$ cat config.mk
export PLATFORM = sky130hd
export DESIGN_NAME = char_ram_arbiter
export DESIGN_NICKNAME = d
export VERILOG_FILES = /design/src/rtl/char_ram_arbiter.sv
export SDC_FILE = /design/constraint.sdc
export NUM_CORES = 1
export LEC_CHECK = 0
export ABC_AREA = 1
export BUFFER_PORTS_ARGS = -buffer_cell sky130_fd_sc_hd__buf_2
export CORE_ASPECT_RATIO = 0.7
export CORE_MARGIN = 2
export CORE_UTILIZATION = 53
export CTS_BUF_LIST = sky130_fd_sc_hd__clkbuf_4 sky130_fd_sc_hd__clkbuf_8 sky130_fd_sc_hd__clkbuf_16
export DETAILED_ROUTE_END_ITERATION = 8
export GPL_TIMING_DRIVEN = 0
export PLACE_DENSITY_LB_ADDON = 0.1
export SLEW_MARGIN = 15
export SYNTH_ARGS = -nofsm -noshare
export SYNTH_HDL_FRONTEND = slang
export SYNTH_SLANG_ARGS = --single-unit
$ cat constraint.sdc
create_clock -name clk25mhz -period 3.1 [get_ports clk25mhz]
set_clock_uncertainty 0.05 [all_clocks]
set_input_delay 0.62 -clock clk25mhz [delete_from_list [all_inputs] [get_ports clk25mhz]]
set_output_delay 0.62 -clock clk25mhz [all_outputs]
set_load 0.005 [all_outputs]
$ cat src/rtl/char_ram_arbiter.sv
// char_ram_arbiter: single-port arbiter for the 80x34 character RAM.
// The renderer owns the RAM whenever vid_active is high; host writes are
// buffered in a small FIFO and host reads are held in a one-entry request
// register, both serviced only in cycles the renderer leaves idle.
// Optional feature macro: CHAR_ARB_HOST_READ_EN enables the host read path
// and its FSM. Without it the read ports are tied off and writes drain on
// every non-video cycle.
module char_ram_arbiter #(
    parameter int WFIFO_DEPTH = 4
) (
    input  logic        clk25mhz,
    input  logic        reset_n,
    input  logic        vid_active,
    input  logic [11:0] vid_char_address,
    output logic [7:0]  vid_char_data,
    input  logic        host_wr_valid,
    output logic        host_wr_ready,
    input  logic [11:0] host_wr_addr,
    input  logic [7:0]  host_wr_data,
    input  logic        host_rd_valid,
    output logic        host_rd_ready,
    input  logic [11:0] host_rd_addr,
    output logic        host_rd_resp_valid,
    output logic [7:0]  host_rd_data,
    output logic [11:0] ram_addr,
    output logic        ram_we,
    output logic [7:0]  ram_wdata,
    input  logic [7:0]  ram_rdata
);

    localparam int IDX_W = $clog2(WFIFO_DEPTH);
    localparam int PTR_W = IDX_W + 1;

    // Write FIFO: {addr, data} entries, pointers one bit wider than the index
    logic [19:0]      fifo_mem [WFIFO_DEPTH];
    logic [PTR_W-1:0] wr_ptr;
    logic [PTR_W-1:0] rd_ptr;
    logic [PTR_W-1:0] fill;
    logic             fifo_empty;
    logic             fifo_full;
    logic             push;
    logic             pop;
    logic [11:0]      head_addr;
    logic [7:0]       head_data;

    // Read request state shared with the slot mux
    logic             rd_pend;
    logic [11:0]      rd_addr;

    assign fill          = wr_ptr - rd_ptr;
    assign fifo_empty    = (fill == '0);
    assign fifo_full     = (fill == PTR_W'(WFIFO_DEPTH));
    assign host_wr_ready = !fifo_full;
    // A full FIFO refuses the push even when a pop happens in the same cycle
    assign push          = host_wr_valid && !fifo_full;
    assign {head_addr, head_data} = fifo_mem[rd_ptr[IDX_W-1:0]];
    assign vid_char_data = ram_rdata;

    // FIFO pointers advance on accepted pushes and on write slots granted
    always_ff @(posedge clk25mhz or negedge reset_n) begin
        if (!reset_n) begin
            wr_ptr <= '0;
            rd_ptr <= '0;
        end else begin
            if (push) wr_ptr <= wr_ptr + PTR_W'(1);
            if (pop)  rd_ptr <= rd_ptr + PTR_W'(1);
        end
    end

    // FIFO storage is pure data and needs no reset
    always_ff @(posedge clk25mhz) begin
        if (push) fifo_mem[wr_ptr[IDX_W-1:0]] <= {host_wr_addr, host_wr_data};
    end

`ifdef CHAR_ARB_HOST_READ_EN
    typedef enum logic [1:0] {
        IDLE    = 2'd0,
        RD_PEND = 2'd1,
        RD_DATA = 2'd2
    } state_t;

    state_t state;
    state_t state_next;
    logic   rd_accept;

    // Reads wait for an empty FIFO so they always see every earlier write
    assign host_rd_ready = (state == IDLE) && fifo_empty;
    assign rd_accept     = host_rd_valid && host_rd_ready;
    assign rd_pend       = (state == RD_PEND);

    // FSM state register
    always_ff @(posedge clk25mhz or negedge reset_n) begin
        if (!reset_n) state <= IDLE;
        else          state <= state_next;
    end

    // Next-state logic: a read waits in RD_PEND for a non-video cycle
    always_comb begin
        state_next = state;
        case (state)
            IDLE:    if (rd_accept) state_next = RD_PEND;
            RD_PEND: if (!vid_active) state_next = RD_DATA;
            RD_DATA: state_next = IDLE;
            default: state_next = IDLE;
        endcase
    end

    // Latch the read address when the request is accepted
    always_ff @(posedge clk25mhz) begin
        if (rd_accept) rd_addr <= host_rd_addr;
    end

    // Capture RAM data one cycle after the read slot and pulse the response
    always_ff @(posedge clk25mhz or negedge reset_n) begin
        if (!reset_n) begin
            host_rd_resp_valid <= 1'b0;
            host_rd_data       <= '0;
        end else begin
            host_rd_resp_valid <= (state == RD_DATA);
            if (state == RD_DATA) host_rd_data <= ram_rdata;
        end
    end
`else
    logic unused_rd;

    assign unused_rd          = &{1'b0, host_rd_valid, host_rd_addr};
    assign host_rd_ready      = 1'b0;
    assign host_rd_resp_valid = 1'b0;
    assign host_rd_data       = '0;
    assign rd_pend            = 1'b0;
    assign rd_addr            = '0;
`endif

    // RAM slot mux: video first, then a pending read, then the FIFO head
    always_comb begin
        ram_addr  = vid_char_address;
        ram_we    = 1'b0;
        ram_wdata = '0;
        pop       = 1'b0;
        if (vid_active) begin
            ram_addr = vid_char_address;
        end else if (rd_pend) begin
            ram_addr = rd_addr;
        end else if (!fifo_empty) begin
            ram_addr  = head_addr;
            ram_wdata = head_data;
            ram_we    = 1'b1;
            pop       = 1'b1;
        end
    end

endmodule

==> impl_metrics.env <==
export IMPL_powerDensity_nw_per_um2=968
export IMPL_path_class="flip-flop to output port"
export IMPL_cellLeakagePower_nw=2.14
export IMPL_grt_start_max_net_pins=21
export IMPL_synth_warning_count=0
export IMPL_arrival_ps=2240
export IMPL_critPathLaunch="rd_ptr[1]"
export IMPL_max_clock_freq_ghz=0.343
export IMPL_ant_nets=0
export IMPL_path_delay_family="simple AND/OR/NAND/NOR gates"
export IMPL_num_vias=2714
export IMPL_wire_per_inst_um=14.7
export IMPL_die_h_um=76.6
export IMPL_core_um2=7290
export IMPL_grt_use_total_pct=21.3
export IMPL_initial_core_util_pct=54.7
export IMPL_p_total_mw=4.63
export IMPL_final_common_cell="nand2_1"
export IMPL_maxSlewHeadroom_pct=39.0
export IMPL_num_antenna_cells=0
export IMPL_drv_cap=0
export IMPL_nets=517
export IMPL_post_dp_hpwl_um=5600
export IMPL_ios=97
export IMPL_die_w_um=108
export IMPL_path_cells="inv_2 > buf_6 > ha_1 > nand2_1 > nand2_1 > nand2_2 > nand3_4 > nand2_4 > buf_6 > nand2_1 > nand2_1 > buf_2"
export IMPL_grt_pass1_wl_um=13200
export IMPL_antenna_found_initial=0
export IMPL_cts_root_buf="clkbuf_8"
export IMPL_ys_seq_elements=86
export IMPL_syn_area_um2=3990
export IMPL_slowest_delay_ps=430
export IMPL_crit_fanout=10
export IMPL_h_tree_depth=3
export IMPL_layout_common_cells="nand2_1 (85), edfxtp_1 (80), buf_2 (67)"
export IMPL_drive_gt1_share_pct=27.9
export IMPL_critPathMostFrequentCell="nand2_1"
export IMPL_drc=0
export IMPL_overflow=0
export IMPL_tightest_slew_ps=914
export IMPL_crit_path_end_kind="output port"
export IMPL_first_iter_violations=209
export IMPL_cts_tree="yes"
export IMPL_cts_sinks=86
export IMPL_postSynthAreaPerCell_um2=11.0
export IMPL_ir_drop_uv=369
export IMPL_clk_latency_ps=350
export IMPL_worst_slack_ps=188
export IMPL_synthCells=364
export IMPL_clockBufferDepth=2
export IMPL_yosys_cell_types_count=22
export IMPL_clk_pin_slew_ps=90
export IMPL_run_status="completed"
export IMPL_vias_per_cell=4.88
export IMPL_die_area_um2=8240
export IMPL_post_route_period_util_pct=93.9
export IMPL_ys_seq_area_share_pct=64.0
export IMPL_hold_viol=0
export IMPL_setup_violations=0
export IMPL_place_ws_ps=214
export IMPL_hp_class="input port to asynchronous set/reset pin"
export IMPL_r2r_start="rd_ptr[1]"
export IMPL_first_global_vias=2715
export IMPL_place_congestion=0.778
export IMPL_cp_slowest_cell="dfrtp_2"
export IMPL_rows=26
export IMPL_hold_buffers=0
export IMPL_wl_um=8190
export IMPL_required_ps=2430
export IMPL_port_buffers=65
export IMPL_rsz0062_at_grt="false"
export IMPL_syn_to_final_growth_pct=20.1
export IMPL_drv_slew=0
export IMPL_path_buf_inv=4
export IMPL_cts_made_buffers=9
export IMPL_cp_start_kind="flip-flop"
export IMPL_drtPass1Iterations=4
export IMPL_min_period_ps=2910
-- cell usage after synthesis --
cell type  count  area [µm²]
a21oi_1        1        5.00
buf_2          4        20.0
buf_4         19         143
buf_6          8        90.1
clkbuf_1       4        15.0
conb_1         1        3.75
dfrtp_1        6         150
edfxtp_1      80        2400
ha_1           7        87.6
inv_1         47         176
inv_2          1        3.75
nand2_1       85         319
nand2_2        2        12.5
nand2_4        1        11.3
nand3_1       19        95.1
nand3_2        1        10.0
nand3_4        1        17.5
nor2_1        28         105
o211ai_1      24         180
o21ai_0       16        80.1
o22ai_1        8        50.1
xor2_1         1        8.76
-- registers in the layout (all words and copies together) (netlist names) --
name and cells:
fifo_mem 80, rd_ptr 3, wr_ptr 3
-- what timing repair did --
| action | CTS | global route |
|---|---|---|
| gates resized for setup | 2 | 4 |
| pin swaps | 0 | 1 |
| setup buffers | 0 | 2 |
| setup endpoints to repair | 10 | 19 |
-- power breakdown --
part	internal, mW	switching (mW)	total [mW]	leakage, nW
clock network	0.553	0.404	0.957	0.125
logic	0.761	1.24	2.00	1.21
registers	1.58	0.0928	1.68	0.805
-- final timing paths --
path	end	slack (ps)	cells past startpoint
worst max-delay path	ram_addr[4]	190	12
worst min-delay path	wr_ptr[0]	30	1
worst max register to register	fifo_mem[2][1]	380	9
worst min register to register	rd_ptr[2]	490	2
max in group asynchronous	rd_ptr[1]	2820	1
min in group clk25mhz	fifo_mem[2][15]	430	1
-- through the flow --
step | area, µm² | utilization, % | instances | hold slack, ps | TNS [ps]
final | 4790 | 65.7 | 556 | 25.3 | 0
after global routing | 4790 | 65.7 | 556 | 18.7 | 0
after CTS | 4760 | 65.4 | 554 | 18.2 | 0
after detailed placement | 4510 | 61.9 | 538 | 408 | 0
after global placement | 4470 | 61.3 | 536 | 406 | -30510
after floorplan | 4020 | - | 373 | 274 | 0
-- cell families after synthesis --
group	synth area share, %
compound gates	7.91
xor+xnor	0.220
fa+ha+maj	2.20
buf+inv	11.2
flops	64.0
other cells	0.0941
simple gates	14.3
-- layer usage --
layer  part of all wire [%]  global-route usage, %  vias to the layer above
met2                     49                   35.6                       82
met1                     44                   27.8                     1255
met5                      0                      0                        -
met4                   0.65                   6.54                        0
li1                       -                      -                     1373
met3                    6.1                   4.96                        4
-- area by class of cell --
cell class | instances | area [µm²]
Inverter | 48 | 180
Sequential cell | 86 | 2550
Multi-Input combinational cell | 204 | 1040
Clock inverter | 6 | 116
Timing Repair Buffer | 69 | 370
Fill cell | 576 | 2500
Buffer | 35 | 277
Tap cell | 98 | 123
Clock buffer | 10 | 131
Note: power is estimated with default switching activity, not from simulation.
